File: src/rtl/pipeline_hazard_ctrl.sv
// Stall/flush sequencer for the 5-stage pipeline: load-use, MEM-resolved branches, multi-cycle dmem with timeout.
// Controls are combinational (zero latency); FSM, wait counter, error flag and perf counters update on clk.
module pipeline_hazard_ctrl #(
  parameter int MEM_TIMEOUT = 15
) (
  input  logic       clk,
  input  logic       rst_n,
  input  logic [4:0] IF_ID_rs1,
  input  logic [4:0] IF_ID_rs2,
  input  logic       id_uses_rs2,
  input  logic       ID_EX_MemRead,
  input  logic [4:0] ID_EX_rd,
  input  logic       EX_MEM_branch,
  input  logic       EX_MEM_zero,
  input  logic [7:0] EX_MEM_branch_target,
  input  logic       EX_MEM_MemRead,
  input  logic       EX_MEM_MemWrite,
  input  logic       dmem_ready,
  output logic       dmem_req,
  output logic       PCsrc,
  output logic [7:0] pc_target,
  output logic       pc_write,
  output logic       IF_ID_write,
  output logic       IF_ID_flush,
  output logic       ID_EX_bubble,
  output logic       ID_EX_hold,
  output logic       EX_MEM_hold,
  output logic       MEM_WB_bubble,
  output logic       state,
  output logic       mem_err,
  output logic [15:0] stall_count,
  output logic [15:0] flush_count
);

  typedef enum logic {RUN = 1'b0, MEM_WAIT = 1'b1} state_t;

  localparam logic [7:0] TIMEOUT_C = 8'(MEM_TIMEOUT);

  state_t      r_state, w_state_nxt;
  logic [7:0]  r_wait_cnt, w_wait_cnt_nxt;
  logic        r_mem_err;
  logic [15:0] r_stall_cnt, r_flush_cnt;

  logic w_mem_op, w_taken, w_lu, w_timeout, w_req, w_mstall;
  logic w_stall_cyc, w_flush_cyc;

  assign w_mem_op = EX_MEM_MemRead | EX_MEM_MemWrite;
  assign w_taken  = EX_MEM_branch & EX_MEM_zero;
  assign w_lu     = ID_EX_MemRead & (ID_EX_rd != 5'd0) &
                    ((ID_EX_rd == IF_ID_rs1) | (id_uses_rs2 & (ID_EX_rd == IF_ID_rs2)));

  always_comb begin
    w_state_nxt    = r_state;
    w_wait_cnt_nxt = r_wait_cnt;
    w_timeout      = 1'b0;
    w_req          = 1'b0;
    case (r_state)
      RUN: begin
        w_req = w_mem_op;
        if (w_mem_op && !dmem_ready) begin
          w_state_nxt    = MEM_WAIT;
          w_wait_cnt_nxt = 8'd1;
        end
      end
      MEM_WAIT: begin
        if (dmem_ready) begin
          w_req          = 1'b1;
          w_state_nxt    = RUN;
          w_wait_cnt_nxt = 8'd0;
        end else if (r_wait_cnt == TIMEOUT_C) begin
          // Access is abandoned: request drops and the pipeline is released.
          w_timeout      = 1'b1;
          w_state_nxt    = RUN;
          w_wait_cnt_nxt = 8'd0;
        end else begin
          w_req          = 1'b1;
          w_wait_cnt_nxt = r_wait_cnt + 8'd1;
        end
      end
      default: w_state_nxt = RUN;
    endcase
  end

  assign w_mstall    = w_req & ~dmem_ready & ~w_timeout;
  assign w_stall_cyc = w_mstall | (w_lu & ~w_taken);
  assign w_flush_cyc = w_taken & ~w_mstall;

  always_comb begin
    dmem_req      = 1'b0;
    PCsrc         = 1'b0;
    pc_write      = 1'b0;
    IF_ID_write   = 1'b0;
    IF_ID_flush   = 1'b0;
    ID_EX_bubble  = 1'b0;
    ID_EX_hold    = 1'b0;
    EX_MEM_hold   = 1'b0;
    MEM_WB_bubble = 1'b0;
    if (rst_n) begin
      dmem_req      = w_req;
      MEM_WB_bubble = w_timeout;
      if (w_mstall) begin
        ID_EX_hold    = 1'b1;
        EX_MEM_hold   = 1'b1;
        MEM_WB_bubble = 1'b1;
      end else if (w_taken) begin
        PCsrc        = 1'b1;
        IF_ID_flush  = 1'b1;
        ID_EX_bubble = 1'b1;
        pc_write     = 1'b1;
        IF_ID_write  = 1'b1;
      end else if (w_lu) begin
        ID_EX_bubble = 1'b1;
      end else begin
        pc_write    = 1'b1;
        IF_ID_write = 1'b1;
      end
    end
  end

  always_ff @(posedge clk or negedge rst_n) begin
    if (!rst_n) begin
      r_state     <= RUN;
      r_wait_cnt  <= 8'd0;
      r_mem_err   <= 1'b0;
      r_stall_cnt <= 16'd0;
      r_flush_cnt <= 16'd0;
    end else begin
      r_state    <= w_state_nxt;
      r_wait_cnt <= w_wait_cnt_nxt;
      if (w_timeout)
        r_mem_err <= 1'b1;
      if (w_stall_cyc && (r_stall_cnt != 16'hFFFF))
        r_stall_cnt <= r_stall_cnt + 16'd1;
      if (w_flush_cyc && (r_flush_cnt != 16'hFFFF))
        r_flush_cnt <= r_flush_cnt + 16'd1;
    end
  end

  assign pc_target   = EX_MEM_branch_target;
  assign state       = r_state;
  assign mem_err     = r_mem_err;
  assign stall_count = r_stall_cnt;
  assign flush_count = r_flush_cnt;

endmodule

File: config.mk
export PLATFORM = sky130hd
export DESIGN_NAME = pipeline_hazard_ctrl
export DESIGN_NICKNAME = d
export VERILOG_FILES = /design/src/rtl/pipeline_hazard_ctrl.sv
export SDC_FILE = /design/constraint.sdc
export NUM_CORES = 1
export LEC_CHECK = 0
export CAP_MARGIN = 30
export CORE_MARGIN = 3
export CORE_UTILIZATION = 45
export CTS_CLUSTER_SIZE = 24
export DETAILED_ROUTE_END_ITERATION = 8
export PLACE_DENSITY_LB_ADDON = 0.12
export SYNTH_ARGS = -nofsm -noshare
export SYNTH_HDL_FRONTEND = slang
export SYNTH_SLANG_ARGS = --single-unit
File: constraint.sdc
create_clock -name clk -period 2.9 [get_ports clk]
set_clock_uncertainty 0.05 [all_clocks]
set_input_delay 0.58 -clock clk [delete_from_list [all_inputs] [get_ports clk]]
set_output_delay 0.58 -clock clk [all_outputs]
set_load 0.02 [all_outputs]
==> results.ini <==
[outcome]
status=completed

[place]
place_ws_ns=-0.378
placed_cells=373
gp_congestion=0.845
port_buffers=66
hpwl_um=3990

[die]
io_pins=83
chipWidth_um=77.7
dieArea_um2=6040
die_h_um=77.7
rows=25
start_util=0.477
fp.coreArea_um2=4850

[drt]
drtIter0Drc=103
routed_wl_um=5110
remaining_drc_errors=0
dr_total_vias=1922
ant_nets=0
dr.pass1.iters=4
wl_per_cell_um=13.5
viasPerCell=5.06

[yosys]
ys_seq_elements=42
yosysSeqAreaShare=0.454
synth_area_per_cell_um2=9.97
syn_area_um2=2310
ys_top_cells_by_area=dfrtp_1 45%, xor2_1 8.7%, xnor2_1 6.4%
syn_inst=232
synth_top_area_share=0.454
yosys_warnings=0
synth_nets=267
synth.largest_area_cell=dfrtp_1
synth_cell_types=41

[clock_tree]
h-tree-depth=2
cts_root_buf=clkbuf_8
numCtsBuffers=5
hold_buffers=0
cts.sinks=42
clk_pin_slew_ns=0.08
clock_latency_ns=0.29
cts_buffer_depth=2
cts_setup_buffers=0
cts_tree=yes

[finish]
area_growth_syn_to_layout_pct=39.1
drive_gt1_frac=0.147
multi_input_area_um2=1160
diodes=0
nets=348
seq_area_um2=1050
final_cells=380
fillers=403
layout_commonest_cell=clkdlybuf4s50_1
final_cell_mix=58 x clkdlybuf4s50_1, 42 x dfrtp_1, 29 x nor2_1, 23 x xor2_1, 22 x buf_4

[sta]
fin_ws_ns=0.0892
setup-violations-final=0
max_freq_ghz=0.356
hold_violations=0
tns_ns=0
drv_slew=0
holdWs_ns=0.0716
final.min_clock_period_ns=2.81
timing.final.crit_share=0.969
tightest_slew_ns=0.606
relSlewSlack=0.593

[setup_path]
crit_type=in -> out
critPathLaunchType=primary input
worstPathRequired_ns=2.27
reg2regPathDepth=9
ff2ff_setup_slack_ns=0.54
crit_end=IF_ID_write
r2r_start=r_wait_cnt[0]$_DFFE_PN0P_
startpoint=ID_EX_rd[2]
cp-end-kind=output pin
worst_r2r_endpoint=stall_count[5]$_DFFE_PN0P_
crit_path_max_fanout=3
arrival_ns=2.18

[run]
maxCapViolCount=0

[grt]
grt_pass1_vias=1913
grt_max_degree=18
grt_pass1_wl_um=8760
grt_usage=0.181
antenna_found_initial=0
grt_overflow=0

[power]
total_leakage_power_nw=1.43
peakVddDrop_uv=439
p_per_area_nw_per_um2=573

[worst_hold_path]
min_path_type=in -> async

cells in the mapped netlist:
cell      instances
a21oi_1           3
nor4_1            2
and2_1            1
and4_1            3
nand3_1          14
a21o_1            1
a22o_1            1
buf_4            11
nor3b_1           1
or2b_1            2
a211oi_1          1
nand4_1           9
inv_2             1
and4b_1           1
nor2b_1           3
o22ai_1           1
o21ba_2           1
o21ai_0          13
or4_1             1
mux2_2            2
dfrtp_1          42
clkbuf_1          1
buf_6             2
o211ai_1          1
nor4_4            2
nor2_1           29
a311o_2           1
a32oi_1           1
xnor2_1          17
and3_1            8
or2_2             1
nand2b_1          2
nor3_1            3
and3_4            1
ha_1              3
inv_1             2
a31oi_1           1
nand2_1          18
xor2_1           23
a311oi_4          1
nand3b_1          1
metrics by stage:
step	area [um^2]	utilization	power, W
global placement	3110	0.641	0.00138
finish	3220	0.664	0.00184
global route	3220	0.664	0.00196
detailed placement	3110	0.641	0.00139
CTS	3210	0.662	0.00186
floorplan	2310	-	0.00110
kinds of logic after synthesis:
family                     after synthesis  synth area share
AOI/OAI and AO/OA                       26            0.0779
and+or+nand+nor                        102             0.239
buffers and inverters                   17            0.0519
adders and majority gates                3            0.0162
xor gates and xnor gates                40             0.151
muxes                                    2           0.00973
DFF                                     42             0.454
worst max-delay path, cell delays in order:
cell and delay [ns]:
clkdlybuf4s50_1 0.46, or4_1 0.54, o211ai_1 0.22, nor2_1 0.06
nor2_1 0.13, buf_2 0.19
what timing repair did:
item                                    in CTS  in global routing
resized for setup                           15                  7
endpoints found under the hold margin        0                  0
endpoints found under the setup margin       7                  3
metal layers:
layer  share of wire  wire (um)  up-vias  global-route usage
met1            0.46       2340      928               0.234
met3           0.037        189        2              0.0452
met4          0.0053         27        0              0.0552
met2            0.50       2550       40               0.300
li1                -          -      952                   -
met5               0          0        -                   0
how the worst min path moves through the flow:
| stage | start | to | slack [ns] | depth (start not counted) |
|---|---|---|---|---|
| floorplan | rst_n | flush_count[0]$_DFFE_PN0P_ | 0.23 | 0 |
| global placement | rst_n | flush_count[14]$_DFFE_PN0P_ | 0.39 | 1 |
| detailed placement | rst_n | flush_count[14]$_DFFE_PN0P_ | 0.38 | 1 |
| CTS | rst_n | flush_count[14]$_DFFE_PN0P_ | 0.06 | 1 |
| global route | rst_n | flush_count[14]$_DFFE_PN0P_ | 0.06 | 1 |
| finish | rst_n | flush_count[14]$_DFFE_PN0P_ | 0.07 | 1 |
registers in the layout, summed over array words and instances, names as in the netlist:
signal and count:
mem_err 1, stall_count 16, r_wait_cnt 8, flush_count 16, state 1
final cells by class:
cell class / instances / area share
clock buffer: 6 / 0.0257
tap: 67 / 0.0260
timing repair buffer: 88 / 0.249
clock inverter: 1 / 0.00933
multi-input combinational: 173 / 0.360
sequential: 42 / 0.327
inverter: 3 / 0.00350
where the power goes:
part / leakage [nW] / switching (W) / internal, W
Clock: 0.0573 / 0.000196 / 0.000276
Combinational: 0.816 / 0.000285 / 0.000297
Sequential: 0.552 / 0.000113 / 0.000676
(Power assumes the default switching activity.)
